`config.mk`:
```
export PLATFORM = sky130hd
export DESIGN_NAME = ahb_lite_master_flat
export DESIGN_NICKNAME = d
export VERILOG_FILES = /design/src/rtl/ahb_lite_master_if.sv /design/src/rtl/ahb_lite_master.sv /design/src/flat_wrapper.sv
export SDC_FILE = /design/constraint.sdc
export NUM_CORES = 1
export LEC_CHECK = 0
export CAP_MARGIN = 20
export CORE_MARGIN = 1.5
export CORE_UTILIZATION = 35
export DETAILED_ROUTE_END_ITERATION = 6
export HOLD_SLACK_MARGIN = 0.05
export PLACE_DENSITY_LB_ADDON = 0.25
export SLEW_MARGIN = 5
export SYNTH_ARGS = -nofsm -noshare
export SYNTH_HDL_FRONTEND = slang
export SYNTH_SLANG_ARGS = --single-unit
```
`constraint.sdc`:
```
create_clock -name hclk -period 8.9 [get_ports hclk]
set_clock_uncertainty 0.2 [all_clocks]
set_input_delay 1.78 -clock hclk [delete_from_list [all_inputs] [get_ports hclk]]
set_output_delay 1.78 -clock hclk [all_outputs]
set_load 0.05 [all_outputs]
```
`src/rtl/ahb_lite_master_if.sv`:
```
// AHB-Lite bus types and the request/response + AHB bundle used by ahb_lite_master.
// The master modport is the initiator's view; the slave modport is the far side.
package ahb_pkg;
  typedef enum logic [1:0] {
    HTRANS_IDLE   = 2'b00,
    HTRANS_BUSY   = 2'b01,
    HTRANS_NONSEQ = 2'b10,
    HTRANS_SEQ    = 2'b11
  } ahb_htrans_enum;

  typedef enum logic [2:0] {
    HBURST_SINGLE = 3'b000,
    HBURST_INCR   = 3'b001,
    HBURST_WRAP4  = 3'b010,
    HBURST_INCR4  = 3'b011,
    HBURST_WRAP8  = 3'b100,
    HBURST_INCR8  = 3'b101,
    HBURST_WRAP16 = 3'b110,
    HBURST_INCR16 = 3'b111
  } ahb_hburst_enum;

  typedef enum logic [2:0] {
    HSIZE_BYTE = 3'b000,
    HSIZE_HALF = 3'b001,
    HSIZE_WORD = 3'b010
  } ahb_hsize_enum;

  typedef enum logic {
    HRESP_OKAY  = 1'b0,
    HRESP_ERROR = 1'b1
  } ahb_hresp_enum;
endpackage

interface ahb_lite_master_if;
  import ahb_pkg::*;

  logic           req_valid;
  logic           req_ready;
  logic           req_write;
  logic [31:0]    req_addr;
  logic [31:0]    req_wdata;
  logic           rsp_valid;
  logic           rsp_write;
  logic [31:0]    rsp_rdata;
  logic           rsp_err;
  logic [31:0]    haddr;
  logic           hwrite;
  ahb_htrans_enum htrans;
  ahb_hburst_enum hburst;
  ahb_hsize_enum  hsize;
  logic [3:0]     hprot;
  logic           hsel;
  logic [31:0]    hwdata;
  logic           hready_in;
  logic [31:0]    hrdata;
  logic           hready;
  ahb_hresp_enum  hresp;

  modport master (
    input  req_valid, req_write, req_addr, req_wdata, hrdata, hready, hresp,
    output req_ready, rsp_valid, rsp_write, rsp_rdata, rsp_err,
    output haddr, hwrite, htrans, hburst, hsize, hprot, hsel, hwdata, hready_in
  );

  modport slave (
    output req_valid, req_write, req_addr, req_wdata, hrdata, hready, hresp,
    input  req_ready, rsp_valid, rsp_write, rsp_rdata, rsp_err,
    input  haddr, hwrite, htrans, hburst, hsize, hprot, hsel, hwdata, hready_in
  );
endinterface

```
`src/rtl/ahb_lite_master.sv`:
```
// Single-master AHB-Lite initiator: request FIFO -> pipelined AP/DP single WORD transfers -> in-order responses.
// Optional macro AHB_MASTER_ALIGN_CHK_EN: misaligned requests are answered with an error instead of being issued.
module ahb_lite_master #(
  parameter int         FIFO_DEPTH = 4,
  parameter logic [3:0] HPROT_VAL  = 4'b0011
) (
  input logic               hclk,
  input logic               hreset,
  ahb_lite_master_if.master bus
);
  import ahb_pkg::*;

  localparam int PTR_W = $clog2(FIFO_DEPTH);

  typedef struct packed {
    logic        write;
    logic [31:0] addr;
    logic [31:0] wdata;
  } req_t;

  // ST_CANCEL covers the second cycle of a two-cycle ERROR response, where the pending address is withdrawn.
  typedef enum logic {ST_RUN, ST_CANCEL} state_e;

  req_t           r_fifo [FIFO_DEPTH];
  logic [PTR_W:0] r_wr_ptr, r_rd_ptr;
  state_e         r_state, w_state_next;

  logic           r_ap_valid, r_ap_write;
  logic [31:0]    r_ap_addr, r_ap_wdata;
  logic           r_dp_valid, r_dp_write;
  logic [31:0]    r_dp_wdata;
  logic           r_rsp_valid, r_rsp_write, r_rsp_err;
  logic [31:0]    r_rsp_rdata;

  logic           w_full, w_empty, w_req_ready, w_push, w_pop;
  logic           w_pop_bus, w_pop_byp, w_head_misaligned;
  logic           w_ap_adv, w_dp_done, w_running;
  req_t           w_head, w_push_req;
  ahb_htrans_enum w_htrans;

  assign w_full      = (r_wr_ptr[PTR_W] != r_rd_ptr[PTR_W]) &&
                       (r_wr_ptr[PTR_W-1:0] == r_rd_ptr[PTR_W-1:0]);
  assign w_empty     = (r_wr_ptr == r_rd_ptr);
  assign w_req_ready = !w_full && !hreset;
  assign w_push      = bus.req_valid && w_req_ready;
  assign w_head      = r_fifo[r_rd_ptr[PTR_W-1:0]];
  assign w_running   = (r_state == ST_RUN);

`ifdef AHB_MASTER_ALIGN_CHK_EN
  assign w_push_req        = '{write: bus.req_write, addr: bus.req_addr, wdata: bus.req_wdata};
  assign w_head_misaligned = (w_head.addr[1:0] != 2'b00);
  // Waiting for an empty pipe keeps the error response behind every older transfer.
  assign w_pop_byp         = !w_empty && w_head_misaligned && !r_ap_valid && !r_dp_valid;
`else
  assign w_push_req        = '{write: bus.req_write, addr: {bus.req_addr[31:2], 2'b00},
                               wdata: bus.req_wdata};
  assign w_head_misaligned = 1'b0;
  assign w_pop_byp         = 1'b0;
`endif

  // With hready high and no cancel pending, AP is either empty or advancing, so it can always take the head.
  assign w_ap_adv  = r_ap_valid && bus.hready && w_running;
  assign w_pop_bus = !w_empty && !w_head_misaligned && bus.hready && w_running;
  assign w_pop     = w_pop_bus || w_pop_byp;
  assign w_dp_done = r_dp_valid && bus.hready;

  // NOTE: every variable assigned in always_comb gets a default first, so no path leaves it holding (a latch).
  always_comb begin
    w_state_next = r_state;
    w_htrans     = HTRANS_IDLE;
    case (r_state)
      ST_RUN: begin
        if (r_ap_valid) w_htrans = HTRANS_NONSEQ;
        if (r_dp_valid && !bus.hready && (bus.hresp == HRESP_ERROR)) w_state_next = ST_CANCEL;
      end
      ST_CANCEL: if (bus.hready) w_state_next = ST_RUN;
      default:   w_state_next = ST_RUN;
    endcase
  end

  always_ff @(posedge hclk) begin
    if (hreset) r_state <= ST_RUN;
    else        r_state <= w_state_next;
  end

  // NOTE: the storage array has no reset; only the pointers decide which entries are live.
  always_ff @(posedge hclk) begin
    if (w_push) r_fifo[r_wr_ptr[PTR_W-1:0]] <= w_push_req;
  end

  // NOTE: sequential state uses non-blocking assignments so every register samples pre-edge values.
  always_ff @(posedge hclk) begin
    if (hreset) begin
      r_wr_ptr    <= '0;
      r_rd_ptr    <= '0;
      r_ap_valid  <= 1'b0;
      r_ap_write  <= 1'b0;
      r_ap_addr   <= '0;
      r_ap_wdata  <= '0;
      r_dp_valid  <= 1'b0;
      r_dp_write  <= 1'b0;
      r_dp_wdata  <= '0;
      r_rsp_valid <= 1'b0;
      r_rsp_write <= 1'b0;
      r_rsp_err   <= 1'b0;
      r_rsp_rdata <= '0;
    end else begin
      if (w_push) r_wr_ptr <= r_wr_ptr + {{PTR_W{1'b0}}, 1'b1};
      if (w_pop)  r_rd_ptr <= r_rd_ptr + {{PTR_W{1'b0}}, 1'b1};

      if (w_pop_bus) begin
        r_ap_valid <= 1'b1;
        r_ap_write <= w_head.write;
        r_ap_addr  <= w_head.addr;
        r_ap_wdata <= w_head.wdata;
      end else if (w_ap_adv) begin
        r_ap_valid <= 1'b0;
      end

      // A cancelled address phase was never accepted, so nothing enters DP behind the error.
      if (bus.hready) begin
        r_dp_valid <= w_ap_adv;
        if (w_ap_adv) begin
          r_dp_write <= r_ap_write;
          r_dp_wdata <= r_ap_wdata;
        end
      end

      r_rsp_valid <= w_dp_done || w_pop_byp;
      if (w_dp_done) begin
        r_rsp_write <= r_dp_write;
        r_rsp_rdata <= r_dp_write ? 32'h0 : bus.hrdata;
        r_rsp_err   <= (bus.hresp == HRESP_ERROR);
      end else if (w_pop_byp) begin
        r_rsp_write <= w_head.write;
        r_rsp_rdata <= 32'h0;
        r_rsp_err   <= 1'b1;
      end
    end
  end

  assign bus.req_ready = w_req_ready;
  assign bus.htrans    = w_htrans;
  assign bus.hsel      = (w_htrans == HTRANS_NONSEQ);
  assign bus.haddr     = r_ap_addr;
  assign bus.hwrite    = r_ap_write;
  assign bus.hwdata    = r_dp_wdata;
  assign bus.hburst    = HBURST_SINGLE;
  assign bus.hsize     = HSIZE_WORD;
  assign bus.hprot     = HPROT_VAL;
  assign bus.hready_in = bus.hready;
  assign bus.rsp_valid = r_rsp_valid;
  assign bus.rsp_write = r_rsp_write;
  assign bus.rsp_rdata = r_rsp_rdata;
  assign bus.rsp_err   = r_rsp_err;
endmodule

```
`src/flat_wrapper.sv`:
```
// flat-port wrapper written by rule: the top's interface ports become plain ports
module ahb_lite_master_flat import ahb_pkg::*;
#(
  parameter int         FIFO_DEPTH = 4,
  parameter logic [3:0] HPROT_VAL  = 4'b0011
)
  (hclk, hreset, bus_req_valid, bus_req_write, bus_req_addr, bus_req_wdata, bus_hrdata, bus_hready, bus_hresp, bus_req_ready, bus_rsp_valid, bus_rsp_write, bus_rsp_rdata, bus_rsp_err, bus_haddr, bus_hwrite, bus_htrans, bus_hburst, bus_hsize, bus_hprot, bus_hsel, bus_hwdata, bus_hready_in);
  ahb_lite_master_if bus_i ();
  input logic hclk;
  input logic hreset;
  input wire logic [$bits(bus_i.req_valid)-1:0] bus_req_valid;
  input wire logic [$bits(bus_i.req_write)-1:0] bus_req_write;
  input wire logic [$bits(bus_i.req_addr)-1:0] bus_req_addr;
  input wire logic [$bits(bus_i.req_wdata)-1:0] bus_req_wdata;
  input wire logic [$bits(bus_i.hrdata)-1:0] bus_hrdata;
  input wire logic [$bits(bus_i.hready)-1:0] bus_hready;
  input wire logic [$bits(bus_i.hresp)-1:0] bus_hresp;
  output wire logic [$bits(bus_i.req_ready)-1:0] bus_req_ready;
  output wire logic [$bits(bus_i.rsp_valid)-1:0] bus_rsp_valid;
  output wire logic [$bits(bus_i.rsp_write)-1:0] bus_rsp_write;
  output wire logic [$bits(bus_i.rsp_rdata)-1:0] bus_rsp_rdata;
  output wire logic [$bits(bus_i.rsp_err)-1:0] bus_rsp_err;
  output wire logic [$bits(bus_i.haddr)-1:0] bus_haddr;
  output wire logic [$bits(bus_i.hwrite)-1:0] bus_hwrite;
  output wire logic [$bits(bus_i.htrans)-1:0] bus_htrans;
  output wire logic [$bits(bus_i.hburst)-1:0] bus_hburst;
  output wire logic [$bits(bus_i.hsize)-1:0] bus_hsize;
  output wire logic [$bits(bus_i.hprot)-1:0] bus_hprot;
  output wire logic [$bits(bus_i.hsel)-1:0] bus_hsel;
  output wire logic [$bits(bus_i.hwdata)-1:0] bus_hwdata;
  output wire logic [$bits(bus_i.hready_in)-1:0] bus_hready_in;
  assign bus_i.req_valid = bus_req_valid;
  assign bus_i.req_write = bus_req_write;
  assign bus_i.req_addr = bus_req_addr;
  assign bus_i.req_wdata = bus_req_wdata;
  assign bus_i.hrdata = bus_hrdata;
  assign bus_i.hready = bus_hready;
  assign bus_i.hresp = bus_hresp;
  assign bus_req_ready = bus_i.req_ready;
  assign bus_rsp_valid = bus_i.rsp_valid;
  assign bus_rsp_write = bus_i.rsp_write;
  assign bus_rsp_rdata = bus_i.rsp_rdata;
  assign bus_rsp_err = bus_i.rsp_err;
  assign bus_haddr = bus_i.haddr;
  assign bus_hwrite = bus_i.hwrite;
  assign bus_htrans = bus_i.htrans;
  assign bus_hburst = bus_i.hburst;
  assign bus_hsize = bus_i.hsize;
  assign bus_hprot = bus_i.hprot;
  assign bus_hsel = bus_i.hsel;
  assign bus_hwdata = bus_i.hwdata;
  assign bus_hready_in = bus_i.hready_in;
  ahb_lite_master #(.FIFO_DEPTH(FIFO_DEPTH), .HPROT_VAL(HPROT_VAL)) u_core (.hclk(hclk), .hreset(hreset), .bus(bus_i));
endmodule
```
# Word-level counts from Yosys, hierarchy flattened
# Memories as Yosys holds them, arrays and structs flattened. A register that Yosys moved wholly into a read port is not among the register bits.
# Cells that the tools add are included.
# word_totals
ff_bits	109
latchBits	0
ramBits	252
rom_bits	0
out_inout_bits	115
word_cells	46
memories	1
# mem_list
memory	depth	word_bits	rd	rd_clocked_by_memory_dff	write_ports	line	rtl
u_core.r_fifo	4	63	1	1	1	ahb_lite_master.sv:24	req_t r_fifo [FIFO_DEPTH];
# op_classes
n_addsub	2
mul	0
n_div	0
order_cmp	0
n_eq_ne	4
shifts	0
mux	10
bitwise_logic	1
reduce_logical	16
# op_table
op	count
32-bit two-way mux	1
1-bit logical AND	10
3-bit by 1-bit adder with 3-bit output, second input constant	2
1-bit two-way mux	6
1-bit zero test	4
2-bit two-way mux	2
3-bit == test	1
2-bit == test	1
2-bit == test, second input constant	1
1-bit case mux with 2 select lines	1
2-bit AND reduction	1
2-bit nonzero test	1
1-bit inequality test	1
1-bit NOT	1

# Depth between registers and ports, before layout
# logic_depth
word_depth	7
mapped_depth	6

# Worst setup path before layout
# Ideal clock, no wire load.
# synth_path
kind	input to output
from	in hreset
to	out bus_req_ready
t_arrival_ns	2.997
slack_ns	3.923
path_stages	4
n_path_buf	3
cell_sequence	buf_2 > buf_1 > buf_1 > nor2_1
# synth_via
elab_chain_len	2
# synth_lines
item	line	rtl
start, declared	flat_wrapper.sv:10	input logic hreset;
1-bit zero test	ahb_lite_master.sv:44	assign w_req_ready = !w_full && !hreset;
1-bit logical AND	ahb_lite_master.sv:44	
end, declared	flat_wrapper.sv:18	output wire logic [$bits(bus_i.req_ready)-1:0] bus_req_ready;
# Every way passes these cells.

# Final worst setup path
# Ends and elaborated chain as after synthesis.

==> run_results.csv <==
group,metric,value,unit
status,status,"completed",
yosys,synth_top_area_cell,"edfxtp_1",
clock_tree,clock_path_buffers,3,
global_routing,grt_pass1_vias,8409,
route,num_vias,8275,
placement,place_inst,1672,
setup_path,critical_path.max_fanout,42,
global_routing,grt_pass1_wl,48.6,mm
clock_tree,clock_sinks,392,
yosys,avgSynthCellArea,15.0,um^2
setup_path,start_kind,"input pin",
timing,rsz0062_at_grt,"false",
route,first_iter_violations,448,
power_and_ir_drop,max-vdd-ir-drop,0.139,mV
route,wl_per_cell,17.9,um
power_and_ir_drop,p_per_area,254,mW/mm^2
route,drt-vias-per-instance,4.73,
global_routing,antenna_found_initial,1,
setup_path,arrival,3330,ps
setup_path,critPathSlowestCell,"clkdlybuf4s50_1",
yosys,ys_top_cells_by_area,"edfxtp_1 51%, dfxtp_1 19%, mux4_2 9.6%",
timing,period_share,0.597,
flow_run,maxCapViolCount,0,
timing,tns,0,ps
setup_path,crit_required,6920,ps
clock_tree,clk_pin_slew_worst_paths,60,ps
final_layout,final_common_cell,"edfxtp_1",
route,drc,0,
setup_path,crit_chain,"buf_2, nor2_1, clkdlybuf4s50_1",
die,die_w,208,um
placement,dp_hpwl,17.8,mm
global_routing,grt_max_degree,87,
die,chipHeight,208,um
timing,slew_viol_final,0,
final_layout,drive_gt1_frac,0.126,
timing,max-slew-margin-rel,0.286,
global_routing,grt_usage,0.146,
timing,fin_crit,5310,ps
die,start_util,0.354,
setup_path,max_stage_delay,740,ps
yosys,synth_top_area_frac,0.513,
yosys,ys_warn_count,0,
placement,gp_congestion,0.695,
die,die_area,0.0434,mm^2
hold_path,hold_class,"register to register",
clock_tree,cts_setup_buffers,0,
global_routing,grt_overflow,0,
clock_tree,cts_resized,0,
route,wirelength,31.4,mm
final_layout,fin_cells,1750,
clock_tree,clk-insertion-delay-late,550,ps
die,pin_count,217,
route,firstDrtPassIters,4,
die,core_area,0.0418,mm^2
final_layout,final_nets,1284,
setup_path,r2r_slack,5600,ps
clock_tree,root_buffer,"clkbuf_16",
final_layout,most-common-layout-cells,"252 x edfxtp_1, 234 x nand2_1, 200 x clkdlybuf4s50_1",
die,row_count,75,
placement,portBuffers,201,
power_and_ir_drop,p_leak,6.36,nW
yosys,syn_inst,985,
yosys,synth_area,0.0148,mm^2
yosys,ys_ff_latch,392,
timing,tightest_slew,1070,ps
timing,finalSetupViolCount,0,
clock_tree,h-tree-depth,2,
final_layout,area_growth,26.3,%
timing,final_hold_viol_count,0,
yosys,seq_area_frac_synth,0.702,
route,drtAntennaViolNets,0,
clock_tree,hold_buffers,0,
setup_path,worstSetupPathType,"input pin to output pin",
timing,fmax,0.188,GHz
clock_tree,tritoncts,"yes",
yosys,synth.distinct_cells,35,
setup_path,cp-end-kind,"output pin",
clock_tree,cts_buffers,42,
critical path: cells and delay by family:
| family | cells | cell delay (ps) |
|---|---|---|
| and+or+nand+nor | 1 | 150 |
| buffers and inverters | 2 | 1400 |
flip-flops by register name, summed over array words and instances (netlist names):
signal	flops
u_core.bus.rsp_err	1
u_core.bus.haddr	30
u_core.r_dp_write	1
u_core.bus.hwdata	32
u_core.r_fifo	252
u_core.bus.rsp_rdata	32
u_core.r_dp_valid	1
u_core.r_ap_wdata	32
u_core.bus.hwrite	1
u_core.r_wr_ptr	3
u_core.r_ap_valid	1
u_core.r_rd_ptr	3
u_core.bus.rsp_write	1
u_core.bus.rsp_valid	1
u_core.r_state	1
final timing paths:
check / start / end / depth (start not counted)
min: u_core.bus.rsp_rdata[30] / u_core.bus.rsp_rdata[30] / 2
max: hreset / bus_req_ready / 3
min reg2reg: u_core.bus.rsp_rdata[30] / u_core.bus.rsp_rdata[30] / 2
max reg2reg: u_core.r_rd_ptr[0] / u_core.r_fifo[1][24] / 4
synthesized netlist by cell type (all sizes together):
master and number:
mux2 2, edfxtp 252, nand2 234, inv 5, nor2b 3, dfxtp 140, xnor2 3, clkbuf 27
o31a 1, and3b 1, nor3 3, and3 4, nand2b 2, mux2i 65, and2 1, a211oi 2
nand4bb 2, a31oi 2, buf 51, o31ai 1, a311o 2, conb 2, nor2 5, a21oi 70
nand3b 33, a311oi 1, mux4 63, ha 5, xor2 3
logic make-up (layout without fill, tap and decap cells):
logic type,Yosys count,in the layout,share of synthesized area
multiplexers,130,130,0.142
flip-flops,392,392,0.702
adder cells (fa/ha/maj),5,5,0.00424
AND/OR/NAND/NOR,288,288,0.0849
XOR/XNOR,6,6,0.00356
other,2,14,0.000509
buffers and inverters,83,297,0.0331
AO/OA/AOI/OAI,79,79,0.0294
power by group:
| group | internal [mW] | switching [mW] | total, mW | leakage, nW |
|---|---|---|---|---|
| clock network | 1.14 | 0.694 | 1.84 | 0.723 |
| registers | 2.05 | 0.0773 | 2.13 | 3.43 |
| logic | 0.340 | 0.428 | 0.768 | 2.22 |
| total | 3.54 | 1.20 | 4.74 | 6.36 |
per-layer routing:
metal / wire, um / global-route usage
met5: 13 / 0
met2: 14900 / 0.241
met3: 1790 / 0.0365
met4: 707 / 0.0539
met1: 13900 / 0.184
final cells by class:
cell class              instances  area (um^2)
well taps                     539          674
inverters                       5         21.3
multi-input cells             521         3980
flip-flops and latches        392        10400
repair buffers                215         2120
clock buffers                  61         1250
clock inverters                16          229
diodes                          1         2.50
fillers                      3735        23100
metrics by stage:
step | total power [mW] | cell area, um^2 | hold WS (ps) | util | setup slack (ps)
floorplan | 2.74 | 14800 | 232 | - | 3920
global placement | 2.95 | 17200 | 238 | 0.411 | 3590
detailed placement | 2.95 | 17200 | 242 | 0.411 | 3570
CTS | 4.82 | 18600 | 251 | 0.446 | 3570
global route | 4.94 | 18600 | 265 | 0.446 | 3520
finish | 4.74 | 18600 | 248 | 0.447 | 3590
No activity file was read; power rests on OpenSTA's default activity.
